`src/rtl/write_back_stage.sv`:
```
// Write-back stage of the RV32I pipeline: extends load data, selects the rd write value
// and registers everything headed to the register file, PC redirect and hazard unit.
`ifndef OPCODE_WIDTH
`define OPCODE_WIDTH 11
`endif

module write_back_stage #(
   parameter int DWIDTH      = 32,
   parameter int AWIDTH      = 5,
   parameter int PC_WIDTH    = 32,
   parameter int FUNCT_WIDTH = 3
) (
   input  logic                     wb_clk,
   input  logic                     wb_rst,
   input  logic [FUNCT_WIDTH-1:0]   wb_i_funct,
   input  logic [`OPCODE_WIDTH-1:0] wb_i_opcode,
   input  logic [DWIDTH-1:0]        wb_i_data_load,
   input  logic                     wb_i_we_rd,
   input  logic [AWIDTH-1:0]        wb_i_rd_addr,
   input  logic [DWIDTH-1:0]        wb_i_rd_data,
   input  logic [PC_WIDTH-1:0]      wb_i_pc,
   input  logic                     wb_i_change_pc,
   input  logic                     wb_i_ce,
   input  logic                     wb_i_stall,
   input  logic                     wb_i_flush,
   output logic                     wb_o_we_rd,
   output logic [AWIDTH-1:0]        wb_o_rd_addr,
   output logic [DWIDTH-1:0]        wb_o_rd_data,
   output logic [PC_WIDTH-1:0]      wb_o_next_pc,
   output logic                     wb_o_change_pc,
   output logic                     wb_o_ce,
   output logic                     wb_o_stall,
   output logic                     wb_o_flush,
   output logic [`OPCODE_WIDTH-1:0] wb_o_opcode,
   output logic [FUNCT_WIDTH-1:0]   wb_o_funct
);

   localparam int LOAD_WORD = 2;

   logic [DWIDTH-1:0] load_ext;
   logic [DWIDTH-1:0] rd_data_next;

   // Memory data arrives right-aligned, so only the upper bits need filling.
   always_comb begin
      load_ext = wb_i_data_load;
      case (wb_i_funct[2:0])
         3'b000:  load_ext = {{(DWIDTH-8){wb_i_data_load[7]}},   wb_i_data_load[7:0]};
         3'b001:  load_ext = {{(DWIDTH-16){wb_i_data_load[15]}}, wb_i_data_load[15:0]};
         3'b100:  load_ext = {{(DWIDTH-8){1'b0}},                wb_i_data_load[7:0]};
         3'b101:  load_ext = {{(DWIDTH-16){1'b0}},               wb_i_data_load[15:0]};
         default: load_ext = wb_i_data_load;
      endcase
   end

   always_comb begin
      rd_data_next = wb_i_rd_data;
      if (wb_i_opcode[LOAD_WORD]) begin
         rd_data_next = load_ext;
      end
   end

   always_ff @(posedge wb_clk) begin
      if (wb_rst) begin
         wb_o_we_rd     <= 1'b0;
         wb_o_rd_addr   <= '0;
         wb_o_rd_data   <= '0;
         wb_o_next_pc   <= '0;
         wb_o_change_pc <= 1'b0;
         wb_o_ce        <= 1'b0;
         wb_o_stall     <= 1'b0;
         wb_o_flush     <= 1'b0;
         wb_o_opcode    <= '0;
         wb_o_funct     <= '0;
      end else if (wb_i_flush) begin
         // A flushed instruction is dropped even if ce is high.
         wb_o_we_rd     <= 1'b0;
         wb_o_change_pc <= 1'b0;
         wb_o_ce        <= 1'b0;
         wb_o_flush     <= 1'b1;
         wb_o_stall     <= wb_i_stall;
      end else if (wb_i_stall) begin
         wb_o_we_rd     <= 1'b0;
         wb_o_change_pc <= 1'b0;
         wb_o_stall     <= 1'b1;
         wb_o_ce        <= wb_i_ce;
         wb_o_flush     <= 1'b0;
      end else if (wb_i_ce) begin
         wb_o_rd_addr   <= wb_i_rd_addr;
         wb_o_rd_data   <= rd_data_next;
         wb_o_next_pc   <= wb_i_pc;
         wb_o_opcode    <= wb_i_opcode;
         wb_o_funct     <= wb_i_funct;
         wb_o_we_rd     <= wb_i_we_rd;
         wb_o_change_pc <= wb_i_change_pc;
         wb_o_ce        <= 1'b1;
         wb_o_stall     <= 1'b0;
         wb_o_flush     <= 1'b0;
      end else begin
         wb_o_we_rd     <= 1'b0;
         wb_o_change_pc <= 1'b0;
         wb_o_ce        <= 1'b0;
         wb_o_stall     <= 1'b0;
         wb_o_flush     <= 1'b0;
      end
   end

endmodule

```
`config.mk`:
```
export PLATFORM = sky130hd
export DESIGN_NAME = write_back_stage
export DESIGN_NICKNAME = d
export VERILOG_FILES = /design/src/rtl/write_back_stage.sv
export SDC_FILE = /design/constraint.sdc
export NUM_CORES = 1
export LEC_CHECK = 0
export ABC_AREA = 1
export BUFFER_PORTS_ARGS = -buffer_cell sky130_fd_sc_hd__buf_2
export CAP_MARGIN = 25
export CELL_PAD_IN_SITES_DETAIL_PLACEMENT = 0
export CELL_PAD_IN_SITES_GLOBAL_PLACEMENT = 1
export CORE_MARGIN = 2
export CORE_UTILIZATION = 29
export DETAILED_ROUTE_END_ITERATION = 8
export PLACE_DENSITY = 0.8
export REMOVE_ABC_BUFFERS = 1
export SETUP_SLACK_MARGIN = 0.5
export SYNTH_ARGS = -nofsm -noshare
export SYNTH_HDL_FRONTEND = slang
export SYNTH_SLANG_ARGS = --single-unit
```
`constraint.sdc`:
```
create_clock -name wb_clk -period 1.5 [get_ports wb_clk]
set_clock_uncertainty 0.15 [all_clocks]
set_input_delay 0.45 -clock wb_clk [delete_from_list [all_inputs] [get_ports wb_clk]]
set_output_delay 0.45 -clock wb_clk [all_outputs]
set_load 0.05 [all_outputs]
```
==> flow_summary.toml, run 1 <==
[status]
status = "complete, no violations"

[run]
drv_cap = 0

[detailed_routing]
drt_iter0_markers = 210
wl_per_cell_um = 16.9
routed_wl_um = 15300
routed-via-count = 4439
dr.pass1.iters = 4
ant_nets = 0
drc = 0
via_per_inst = 4.89

[worst_setup_path]
cp_max_fo = 2
r2r_setup_slack_ns = 0.55
path_cells = "buf_8"
crit_arrival_ns = 0.87
crit_type = "reg -> out"
critPathTopFamily = "flip-flops"
max_stage_delay_ns = 0.37
crit_path_top_delay_cell = "dfxtp_2"
cp_data_required_time_ns = 0.90
critPathBufInv = 1
end_kind = "output port"
start_kind = "flop"

[finish]
final_common_cell = "buf_2"
diodes = 0
postLayoutCellArea_sq_um = 7840
instances_no_fill = 908
nets = 881
drive_above_1_share = 0.753
mostFrequentLayoutCells = "buf_2 (121), buf_8 (97), dfxtp_2 (84)"
n_fill_cell = 900
area_growth_pct = 124

[timing]
timing.hold.ws_ns = 0.162
fin_crit_ns = 1.47
max_freq_ghz = 0.679
relSlewSlack = 0.781
post-route-period-util = 0.982
worst_pin_slew_ns = 0.329
rsz0062_at_grt = "yes"
finalHoldViolations = 0
setup_viol_count_final = 0
slew_viol_final = 0
finalSetupTns_ns = 0

[pwr]
leakagePower_nw = 3.49
p_per_area_nw_per_um2 = 862
finalPower_mw = 6.75
vdd_drop_max_mv = 0.634

[place]
placed_cells = 823
routabilityCongestion = 0.765
numPortBuffers = 209
dp_hpwl_um = 7970
place_area_sq_um = 4860

[logic_synthesis]
synth_top_area_share = 0.502
synth.avg_cell_area_sq_um = 7.49
yosysWarnings = 0
netlist.top_cell.by_area = "dfxtp_1"
ys_ff_latch = 88
ys_top_cells_by_area = "dfxtp_1 (50%), nor2_1 (13%), o21ai_0 (12%)"
synth-seq-area-share = 0.502
yosysUniqueCellTypes = 22
netlist_instances = 468
syn-cell-area_sq_um = 3510

[global_route]
grt-ovfl-total = 0
grt_max_degree = 51
gr-usage-all-layers = 0.211
grt_pass1_wl_um = 21700
first_global_vias = 4497
antenna_found_initial = 1

[floorplan]
die_area_sq_um = 13000
die_h_um = 114
start_util = 0.294
dieWidth_um = 114
core_area_sq_um = 11900
boundaryPins = 210
rows = 40

[clock_network]
cts-buffers-inserted = 9
cts_tree = "built"
ctsHtreeMaxLevel = 3
clk_pin_slew_ns = 0.06
clk_latency_ns = 0.34
cts.sinks = 88
clockBufferDepth = 2
cts_root_buf = "clkbuf_16"

[hold_path]
min_path_type = "in -> reg"
[synth_stat cells, drive strengths merged]
library cell and count:
nand4 1, dfxtp 88, o21ai 97, a31oi 8, nor3 11, or2 8, clkbuf 11, nor2 121
nand2 61, buf 23, a21oi 19, nand3 8, inv 12
[final timing paths]
kind	startpoint	to	depth (start not counted)
min reg2reg	wb_o_opcode[1]	wb_o_opcode[1]	2
max reg2reg	wb_o_next_pc[22]	wb_o_next_pc[22]	3
min	wb_i_we_rd	wb_o_we_rd	3
max	wb_o_rd_addr[4]	wb_o_rd_addr[4]	1
[state kept, by name (all words and copies together), names as in the netlist]
| register | count |
|---|---|
| wb_o_next_pc | 32 |
| wb_o_ce | 1 |
| wb_o_flush | 1 |
| wb_o_stall | 1 |
| wb_o_funct | 3 |
| wb_o_rd_data | 32 |
| wb_o_we_rd | 1 |
| wb_o_opcode | 11 |
| wb_o_rd_addr | 5 |
| wb_o_change_pc | 1 |
[kinds of logic (layout without fill, tap and decap cells)]
group,Yosys count,in the layout,share of synthesized area
buffers and inverters,46,337,0.0692
and+or+nand+nor,210,212,0.245
AOI/OAI and AO/OA,124,124,0.183
DFF,88,88,0.502
[cell type report]
type / instances / area [sq um] / share of cell area
timing repair buffer: 312 / 3230 / 0.412
multi-input combinational: 336 / 2180 / 0.278
sequential: 88 / 1880 / 0.240
clock buffer: 9 / 225 / 0.0287
tap: 147 / 184 / 0.0235
clock inverter: 4 / 72.6 / 0.00926
inverter: 12 / 61.3 / 0.00782
[report_power, final]
group          internal (mW)  leakage (nW)  switching [mW]
registers               2.48         0.758           0.123
clock network           1.43         0.143           0.901
logic                  0.842          2.59           0.982
total                   4.75          3.49            2.01
[per-stage QoR]
stage / util / setup slack [ns]
5_1_grt: 0.658 / -0.00185
6_report: 0.658 / 0.0267
3_5_place_dp: 0.408 / -0.178
3_3_place_gp: 0.408 / -0.119
4_1_cts: 0.588 / 0.0362
2_1_floorplan: - / -2.12
[routing by layer]
layer	part of all wire	vias up	wire length, um	GRT usage
met5	0.00085	-	13	0
met2	0.53	177	8110	0.364
met1	0.38	2092	5760	0.246
li1	-	2127	-	-
met4	0.031	2	474	0.0837
met3	0.064	41	983	0.0622
[repair_timing]
action                     4_1_cts  5_1_grt
cloned                          17        2
buffers inserted                18       35
pin swaps                       57       46
setup endpoints to repair      173      173
hold buffers                     0        0
resized for setup              508      151
No activity file was read; power rests on OpenSTA's default activity.
==> run 2, diff against run 1 <==
--- a/config.mk
+++ b/config.mk
@@ -11,9 +11,9 @@
 export CELL_PAD_IN_SITES_DETAIL_PLACEMENT = 0
 export CELL_PAD_IN_SITES_GLOBAL_PLACEMENT = 1
 export CORE_MARGIN = 2
-export CORE_UTILIZATION = 29
+export CORE_UTILIZATION = 30
 export DETAILED_ROUTE_END_ITERATION = 8
-export PLACE_DENSITY = 0.8
+export PLACE_DENSITY = 0.82
 export REMOVE_ABC_BUFFERS = 1
 export SETUP_SLACK_MARGIN = 0.5
 export SYNTH_ARGS = -nofsm -noshare
==> constraint.sdc (replaced) <==
create_clock -name wb_clk -period 1.9 [get_ports wb_clk]
set_clock_uncertainty 0.15 [all_clocks]
set_input_delay 0.57 -clock wb_clk [delete_from_list [all_inputs] [get_ports wb_clk]]
set_output_delay 0.57 -clock wb_clk [all_outputs]
set_load 0.05 [all_outputs]
==> run 2 against run 1 <==
- sequential cell count stayed put
- sequential power is 21% lower
- total power is 20% lower
- die area is 3.2% lower
- largest cell class unchanged
==> flow_summary.toml, run 2 (same netlist as run 1, synthesis figures left out) <==
[run]
drv_cap = 0

[global_route]
antenna_found_initial = 0
grt_pass1_wl_um = 22200
gr-usage-all-layers = 0.221
grt_max_degree = 50
grt-ovfl-total = 0
first_global_vias = 4380

[timing]
finalHoldViolations = 0
finalSetupTns_ns = 0
rsz0062_at_grt = "yes"
max_freq_ghz = 0.632
post-route-period-util = 0.833
fin_crit_ns = 1.58
worst_pin_slew_ns = 0.282
timing.hold.ws_ns = 0.234
fin_ws_ns = 0.318
slew_viol_final = 0
relSlewSlack = 0.810
setup_viol_count_final = 0

[place]
dp_slack_ns = -0.000448
routabilityCongestion = 0.814
dp_hpwl_um = 7670
numPortBuffers = 209

[worst_setup_path]
critPathTopFamily = "flip-flops"
startpoint = "wb_o_next_pc[10]"
crit_arrival_ns = 0.86
cp_max_fo = 2
path_cells = "buf_8"
start_kind = "flop"
cp.depth = 1
crit_type = "reg -> out"
end_kind = "output port"
endpoint = "wb_o_next_pc[10]"
r2r_setup_slack_ns = 0.97
critPathBufInv = 1
crit_path_top_delay_cell = "dfxtp_2"
max_stage_delay_ns = 0.36
cp_data_required_time_ns = 1.18
ff2ff_path_depth = 3
rr_endpoint = "wb_o_next_pc[24]"
r2r-start = "wb_o_next_pc[24]"

[finish]
area_growth_pct = 126
final_common_cell = "buf_2"
drive_above_1_share = 0.709
largestRegisters = "wb_o_next_pc x32, wb_o_rd_data x32, wb_o_opcode x11"
post-route-util = 0.694
mostFrequentLayoutCells = "buf_2 (118), dfxtp_2 (88), buf_8 (81)"
nets = 860
diodes = 0

[detailed_routing]
via_per_inst = 4.89
dr.pass1.iters = 4
ant_nets = 0
drc = 0
routed-via-count = 4324
routed_wl_um = 15000
drt_iter0_markers = 184
wl_per_cell_um = 17.0

[floorplan]
dieWidth_um = 112
die_h_um = 112
core_area_sq_um = 11400
boundaryPins = 210
rows = 39
start_util = 0.307
die_area_sq_um = 12600

[clock_network]
ctsHtreeMaxLevel = 3
cts_tree = "built"
cts.sinks = 88
cts-buffers-inserted = 9
clockBufferDepth = 2
cts_root_buf = "clkbuf_16"
clk_latency_ns = 0.34
clk_pin_slew_ns = 0.07

[pwr]
leakagePower_nw = 3.50
vdd_drop_max_mv = 0.432
p_per_area_nw_per_um2 = 685
finalPower_mw = 5.43

[hold_path]
min_path_type = "in -> reg"

[status]
status = "complete, no violations"
==> run 2: cell types whose count changed in the layout (fill, tap and decap cells not counted), sizes merged <==
cell / delta
buf: -24
bufbuf: +1
clkbuf: +3
inv: +2
nand2: -1
==> run 2: metrics by stage <==
| stage | area [sq um] | cells |
|---|---|---|
| after floorplan | 3310 | 434 |
| after global placement | 4700 | 801 |
| after detailed placement | 4700 | 801 |
| after CTS | 7240 | 870 |
| after global routing | 7930 | 885 |
| final | 7930 | 885 |
==> run 2: timing repair <==
item / CTS / global route
setup buffers: 31 / 12
pin swaps: 34 / 40
hold buffers: 0 / 0
hold endpoints to repair: 0 / 0
setup endpoints to repair: 166 / 172
gates cloned: 23 / 3
resized for setup: 449 / 157
==> run 2: routing by layer <==
metal	up-vias	global-route usage	share of wire
met2	171	0.385	0.52
met4	0	0.0846	0.025
li1	2085	-	-
met5	-	0	0
met3	28	0.0475	0.056
met1	2040	0.268	0.40
==> run 2: where the power goes <==
group | leakage, nW | internal, mW | switching, mW | total (mW)
clock | 0.154 | 1.16 | 0.781 | 1.94
combinational | 2.59 | 0.673 | 0.768 | 1.44
sequential | 0.757 | 1.96 | 0.0895 | 2.05
==> run 2: layout make-up <==
type / count / area (sq um)
fill: 832 / 3490
timing repair buffer: 292 / 3370
multi-input combinational: 335 / 2130
sequential: 88 / 1870
clock buffer: 9 / 225
tap: 143 / 179
clock inverter: 6 / 92.6
inverter: 12 / 57.6
==> run 2: worst min path at each step <==
stage	slack [ns]	cells after the start	endpoint	start
after floorplan	0.49	1	wb_o_flush	wb_rst
after global placement	0.34	2	wb_o_next_pc[8]	wb_o_next_pc[8]
after detailed placement	0.35	2	wb_o_opcode[10]	wb_o_opcode[10]
after CTS	0.23	2	wb_o_ce	wb_i_flush
after global routing	0.22	2	wb_o_ce	wb_i_flush
final	0.23	2	wb_o_ce	wb_i_flush
==> run 2: worst register-to-register path: stages, from the launching register on <==
cell,delay [ns]
dfxtp_2,0.33
buf_4,0.13
o21ai_0,0.15
nor2_1,0.07
